===== src/rtl/seq_shift_add_multiplier.sv =====
// seq_shift_add_multiplier: WIDTH x WIDTH -> 2*WIDTH sequential shift-and-add
// multiplier, one partial-product step per clock, start/busy/done handshake.
// Optional macro SEQ_MULT_SIGNED_EN: operands are two's complement; the
// core multiplies magnitudes and the sign is applied to the final result.
module seq_shift_add_multiplier #(
  parameter int unsigned WIDTH = 8
) (
  input  logic                 CLOCK_50,
  input  logic                 RESET_N,
  input  logic                 start,
  input  logic [WIDTH-1:0]     a,
  input  logic [WIDTH-1:0]     b,
  output logic                 busy,
  output logic                 done,
  output logic [2*WIDTH-1:0]   product
);

  localparam int unsigned PW    = 2 * WIDTH;
  localparam int unsigned CNT_W = (WIDTH > 2) ? $clog2(WIDTH) : 1;
  localparam logic [CNT_W-1:0] CNT_LAST = CNT_W'(WIDTH - 1);

  typedef enum logic {
    S_IDLE = 1'b0,
    S_RUN  = 1'b1
  } state_t;

  state_t           r_state;
  logic [WIDTH-1:0] r_mcand;
  logic [WIDTH-1:0] r_mplier;
  logic [WIDTH:0]   r_acc;
  logic [CNT_W-1:0] r_cnt;
  logic             r_busy;
  logic             r_done;
  logic [PW-1:0]    r_product;

  logic [WIDTH:0]   w_sum;
  logic [PW-1:0]    w_raw;
  logic [WIDTH-1:0] w_ld_mcand;
  logic [WIDTH-1:0] w_ld_mplier;
  logic [PW-1:0]    w_result;

  // Conditional add of the multiplicand into the low accumulator half
  always_comb begin
    w_sum = r_acc;
    if (r_mplier[0]) begin
      w_sum = {1'b0, r_acc[WIDTH-1:0]} + {1'b0, r_mcand};
    end
  end

  // {acc, mplier} after this step's shift, truncated to the product width
  assign w_raw = {w_sum, r_mplier[WIDTH-1:1]};

`ifdef SEQ_MULT_SIGNED_EN
  localparam logic [WIDTH-1:0] ONE_W = WIDTH'(1);
  localparam logic [PW-1:0]    ONE_P = PW'(1);

  logic r_neg;

  // Magnitudes of the operands; the most negative value maps to 2^(WIDTH-1)
  assign w_ld_mcand  = a[WIDTH-1] ? ((~a) + ONE_W) : a;
  assign w_ld_mplier = b[WIDTH-1] ? ((~b) + ONE_W) : b;
  assign w_result    = r_neg ? ((~w_raw) + ONE_P) : w_raw;

  // Result sign, captured with the operands
  always_ff @(posedge CLOCK_50 or negedge RESET_N) begin
    if (!RESET_N) begin
      r_neg <= 1'b0;
    end else if ((r_state == S_IDLE) && start) begin
      r_neg <= a[WIDTH-1] ^ b[WIDTH-1];
    end
  end
`else
  assign w_ld_mcand  = a;
  assign w_ld_mplier = b;
  assign w_result    = w_raw;
`endif

  // Control FSM and datapath registers
  always_ff @(posedge CLOCK_50 or negedge RESET_N) begin
    if (!RESET_N) begin
      r_state   <= S_IDLE;
      r_mcand   <= '0;
      r_mplier  <= '0;
      r_acc     <= '0;
      r_cnt     <= '0;
      r_busy    <= 1'b0;
      r_done    <= 1'b0;
      r_product <= '0;
    end else begin
      r_done <= 1'b0;
      case (r_state)
        S_IDLE: begin
          if (start) begin
            r_mcand  <= w_ld_mcand;
            r_mplier <= w_ld_mplier;
            r_acc    <= '0;
            r_cnt    <= '0;
            r_busy   <= 1'b1;
            r_state  <= S_RUN;
          end
        end
        S_RUN: begin
          r_acc    <= {1'b0, w_sum[WIDTH:1]};
          r_mplier <= {w_sum[0], r_mplier[WIDTH-1:1]};
          if (r_cnt == CNT_LAST) begin
            r_product <= w_result;
            r_done    <= 1'b1;
            r_busy    <= 1'b0;
            r_state   <= S_IDLE;
          end else begin
            r_cnt <= r_cnt + CNT_W'(1);
          end
        end
        default: begin
          r_state <= S_IDLE;
          r_busy  <= 1'b0;
        end
      endcase
    end
  end

  assign busy    = r_busy;
  assign done    = r_done;
  assign product = r_product;

endmodule


===== config.mk =====
export PLATFORM = sky130hd
export DESIGN_NAME = seq_shift_add_multiplier
export DESIGN_NICKNAME = d
export VERILOG_FILES = /design/src/rtl/seq_shift_add_multiplier.sv
export SDC_FILE = /design/constraint.sdc
export NUM_CORES = 1
export LEC_CHECK = 0
export BUFFER_PORTS_ARGS = -buffer_cell sky130_fd_sc_hd__buf_2
export CORE_UTILIZATION = 55
export DETAILED_ROUTE_END_ITERATION = 12
export PLACE_DENSITY = 0.79
export REMOVE_ABC_BUFFERS = 1
export SLEW_MARGIN = 5
export SYNTH_ARGS = -nofsm -noshare
export SYNTH_HDL_FRONTEND = slang
export SYNTH_SLANG_ARGS = --single-unit

===== constraint.sdc =====
create_clock -name CLOCK_50 -period 6.18 [get_ports CLOCK_50]
set_clock_uncertainty 0.05 [all_clocks]
set_input_delay 0.618 -clock CLOCK_50 [delete_from_list [all_inputs] [get_ports CLOCK_50]]
set_output_delay 0.618 -clock CLOCK_50 [all_outputs]
set_load 0.02 [all_outputs]

== Word-level counts from Yosys, hierarchy flattened ==
Index checks and enable logic that the tools add are counted.
Cells by class
  add/subtract/negate cells: 2
  bitwise gates (word level): 1
  reduce and logical (&&, ||, !) cells: 4
  multiplexer cells: 16
  eq/ne operators: 4
Operators with widths (count)
  $mux W9: 2
  $pmux W9 S2: 1
  $pmux W8 S2: 1
  $add A8 B8 Y9: 1
  $mux W8: 1
  $reduce_and A2 Y1: 4
  $mux W1: 6
  $mux W3: 2
  $pmux W3 S2: 1
  $ne A2 B2 Y1 const B: 2
  $pmux W1 S2: 2
  $add A3 B1 Y3 const B: 1
  $eq A3 B3 Y1 const B: 1
  $ne A2 B1 Y1 const B: 1
  $not A1 Y1: 1
Storage, ports and cells
  flip-flop bits (word level): 47
  word-level logic and storage cells: 35
  output and inout port bits: 18
  bits of input ports: 19

== Depth between registers and ports, before layout ==
  depth in word-level cells: 3
  depth in mapped cells: 7
  mapped depth without buffers: 7

== Worst setup path after synthesis ==
Ideal clock, no wire load.
  path kind: register -> register
  start point: register r_acc[0]
  end point: register r_product[13] (netlist: product[13])
  period minus slack after synthesis: 2130 ps
  path slack: 4050 ps
  arrival: 1949 ps
  stages on the path, launching flop included: 8
  path buffers: 0
  path through: dfrtp_1 > ha_1 > fa_1 > a21o_1 > a31o_1 > a211o_1 > a31oi_1 > o21ai_1
Between the ends
  cells in the longest elaborated chain, start to end: 2
Ends and longest elaborated chain
  from (decl): line 30  | logic [WIDTH:0] r_acc;
  from (signal assigned): line 103  | r_acc <= {1'b0, w_sum[WIDTH:1]};
  $add A8 B8 Y9: line 46  | w_sum = {1'b0, r_acc[WIDTH-1:0]} + {1'b0, r_mcand};
  $mux W9: line 45  | if (r_mplier[0]) begin
  to (signal assigned): line 106  | r_product <= w_result;
  to (decl): line 34  | logic [PW-1:0] r_product;
Every way passes these cells.
A chain may end at the register's enable or synchronous reset.

== Worst setup path after layout ==
  start point: register r_acc[0]
  end point: register r_acc[5]
Between the ends
  cells in the longest elaborated chain, start to end: 3
Ends and longest elaborated chain
  $add A8 B8 Y9: line 46
  $mux W9: line 45
  $pmux W9 S2: line 91  | case (r_state)
Every way passes these cells.

==> run summary <==
worst reg2reg path depth - 7
drt via density - 5.542
I/O Pins - 37
worst stage delay on the critical path - 420 ps
r2r startpoint - r_acc[0]$_DFFE_PN0P_
Cells after DPL - 269
total CTS buffers - 5
run status - complete, no violations
first-pass GRT wire length - 6762 um
DR vias - 1,535
most frequent cells in the layout - 46 x dfrtp_1, 36 x buf_2, 28 x nand2_1, 20 x mux2_2, 17 x o21ai_0
final net count - 258
clock-pin slew on the worst setup and hold paths - 80 ps
Netlist cell types - 33
GR Util met1 - 26.80%
Post-CTS Setup Repair Bufs - 0
top cells by area, synth - dfrtp_1 52%, mux2_2 10%, ha_1 5.6%
placed instance area - 2426 sq um
Hold Startpoint - product[14]$_DFFE_PN0P_
GR met2 Demand/Resource - 34.41%
biggest area consumer among synthesized cells - dfrtp_1
TNS Setup - 0 ps
First DRT Iteration DRCs - 92
Final Hold Viols - 0
Slowest-stage cell, CP - fa_1
Worst setup SP type - flop
crit path max fanout - 3
# DRC - 0
Worst setup EP type - flop
endpoints failing setup - 0
Post-Layout Cell Count - 277
drt first pass iters - 4
Post-DRT Antenna Nets - 0
most common cell after layout, fill and taps aside - dfrtp_1
initial antenna violation count - 0
Area Overhead vs Synth - 14.00%
gpl congestion - 0.8315
vias in the first global route - 1,516
H-tree Lvls - 2
RSZ-0062 raised after global routing - no
I/O Buffers - 36
post-route minimum period - 2310 ps
R2R Path End - r_acc[5]$_DFFE_PN0P_
core area - 3771 sq um
worst-case clock buffer depth - 2
M3 GR Usage - 5.903%
Slew HR - 33.77%
most used routing layer - met2
root buffer cell - clkbuf_8
# diodes - 0
chip width - 65.60 um
Leak - 1.234 nW
post-DP HPWL - 2785 um
CTS tree - yes
Mapped Cells - 194
fmax - 0.4328 GHz
Setup CP Type - reg2reg
routed len/inst - 14.20 um
Seq/Total Area, Yosys - 51.74%
die area - 4303 sq um
Arrival @ worst endpoint - 2430 ps
num rows - 22
Worst Tran Pin Value - 993.4 ps
pin count of the biggest net entering global routing - 47
overall routed net length - 3933 um
post-cts resize count - 0
hold_buf cts - 0
flop2flop setup slack - 3870 ps
worst-path cell chain - ha_1 > fa_1 > a21o_1 > a31o_1 > a211o_1 > a31oi_1 > o21ai_1
Design Area, Final - 2536 sq um
initial core utilization - 58.99%
Synth Register Bits - 46
Ys Warns - 0
layout cell share with drive strength beyond 1 - 30.57%
Die Height - 65.60 um
Hold Path End - product[14]$_DFFE_PN0P_
clk sink count - 46
hold depth - 2
Syn Area/Cell - 11.47 sq um
Worst-Skew Late Latency - 290 ps
Yosys top cell area share - 51.74%
VDD IR max - 0.3188 mV
PwrDens - 602.2 nW/um^2
Tcrit/Tclk final - 37.39%
post-synthesis cell area - 2225 sq um
grt ovf - 0
Worst EP required - 6300 ps
total of max-cap violations - 0
Slew Limit Fails - 0
Hold Crit Class - reg2reg
GRT Util Overall - 20.90%
[worst max-delay path, delay by kind of cell (launching register included)]
| kind | cells | cell delay (ps) |
|---|---|---|
| DFF | 1 | 410 |
| adders and majority gates | 2 | 660 |
| AOI/OAI and AO/OA | 5 | 1080 |
[registers in the layout (all words and copies together) (netlist names)]
| register | flops |
|---|---|
| busy | 1 |
| product | 16 |
| r_mplier | 8 |
| done | 1 |
| r_state | 1 |
| r_acc | 8 |
| r_mcand | 8 |
| r_cnt | 3 |
[metrics by stage]
| stage | worst slack, ps | util [%] | hold slack, ps | power, mW |
|---|---|---|---|---|
| floorplan | 4050 | - | 272.4 | 1.124 |
| global placement | 3937 | 64.33 | 412.5 | 1.283 |
| detailed placement | 3909 | 64.33 | 420.5 | 1.314 |
| CTS | 3872 | 67.25 | 438.6 | 1.538 |
| global route | 3773 | 67.25 | 474.4 | 1.645 |
| finish | 3870 | 67.25 | 431.0 | 1.527 |
[final cells by class]
cell class,count,area [sq um]
Clock buffer,6,72.57
Clock inverter,2,37.54
Sequential cell,46,1151
Fill cell,294,1235
Timing Repair Buffer,36,180.2
Multi-Input combinational cell,137,1027
Tap cell,48,60.06
Inverter,2,7.507
[Yosys cell counts]
| master | number |
|---|---|
| fa_1 | 1 |
| xor2_1 | 2 |
| inv_1 | 1 |
| a31oi_1 | 2 |
| a31o_1 | 1 |
| clkinv_1 | 1 |
| nand2_2 | 1 |
| a21oi_1 | 4 |
| nor2_1 | 4 |
| a21oi_2 | 2 |
| o211ai_1 | 2 |
| mux2i_1 | 10 |
| ha_1 | 10 |
| o22ai_1 | 2 |
| buf_2 | 4 |
| o21ai_1 | 5 |
| xnor2_1 | 3 |
| o21a_1 | 1 |
| a211oi_2 | 1 |
| a211o_1 | 2 |
| clkbuf_1 | 5 |
| nor2b_1 | 4 |
| nand2_1 | 28 |
| nor3b_1 | 3 |
| mux2_4 | 2 |
| mux2_2 | 20 |
| or3_1 | 1 |
| a211oi_1 | 1 |
| a311o_2 | 1 |
| nor3_1 | 1 |
| o21ai_0 | 17 |
| a21o_1 | 6 |
| dfrtp_1 | 46 |
[logic make-up after synthesis]
logic type      after synthesis  share of synthesized area (%)
compound gates               47                          13.39
xor+xnor                      5                          1.969
fa+ha+maj                    11                          6.524
buf+inv                      11                          2.081
flops                        46                          51.74
mux                          32                          15.97
simple gates                 42                          8.324
[worst max path at each step]
stage | startpoint | endpoint | slack, ps | cells past startpoint
2_1_floorplan | r_acc[0]$_DFFE_PN0P_ | product[13]$_DFFE_PN0P_ | 4050 | 7
3_3_place_gp | r_acc[0]$_DFFE_PN0P_ | product[13]$_DFFE_PN0P_ | 3940 | 7
3_5_place_dp | r_acc[0]$_DFFE_PN0P_ | product[13]$_DFFE_PN0P_ | 3910 | 7
4_1_cts | r_acc[0]$_DFFE_PN0P_ | r_acc[5]$_DFFE_PN0P_ | 3870 | 7
5_1_grt | r_acc[0]$_DFFE_PN0P_ | r_acc[5]$_DFFE_PN0P_ | 3770 | 7
6_report | r_acc[0]$_DFFE_PN0P_ | r_acc[5]$_DFFE_PN0P_ | 3870 | 7
[report_power, final]
part	internal (mW)	switching, mW	leakage [nW]
Combinational	0.354	0.374	0.619
Sequential	0.450	0.130	0.563
Clock	0.121	0.0980	0.0514
Total	0.925	0.603	1.23
[per-layer routing]
metal | wire, um | part of all wire (%) | vias to the layer above
li1 | - | - | 754
met1 | 1820 | 46 | 745
met2 | 1930 | 49 | 36
met3 | 182 | 4.6 | 0
met4 | 0 | 0 | 0
met5 | 0 | 0 | -
No activity file was read; power rests on OpenSTA's default activity.
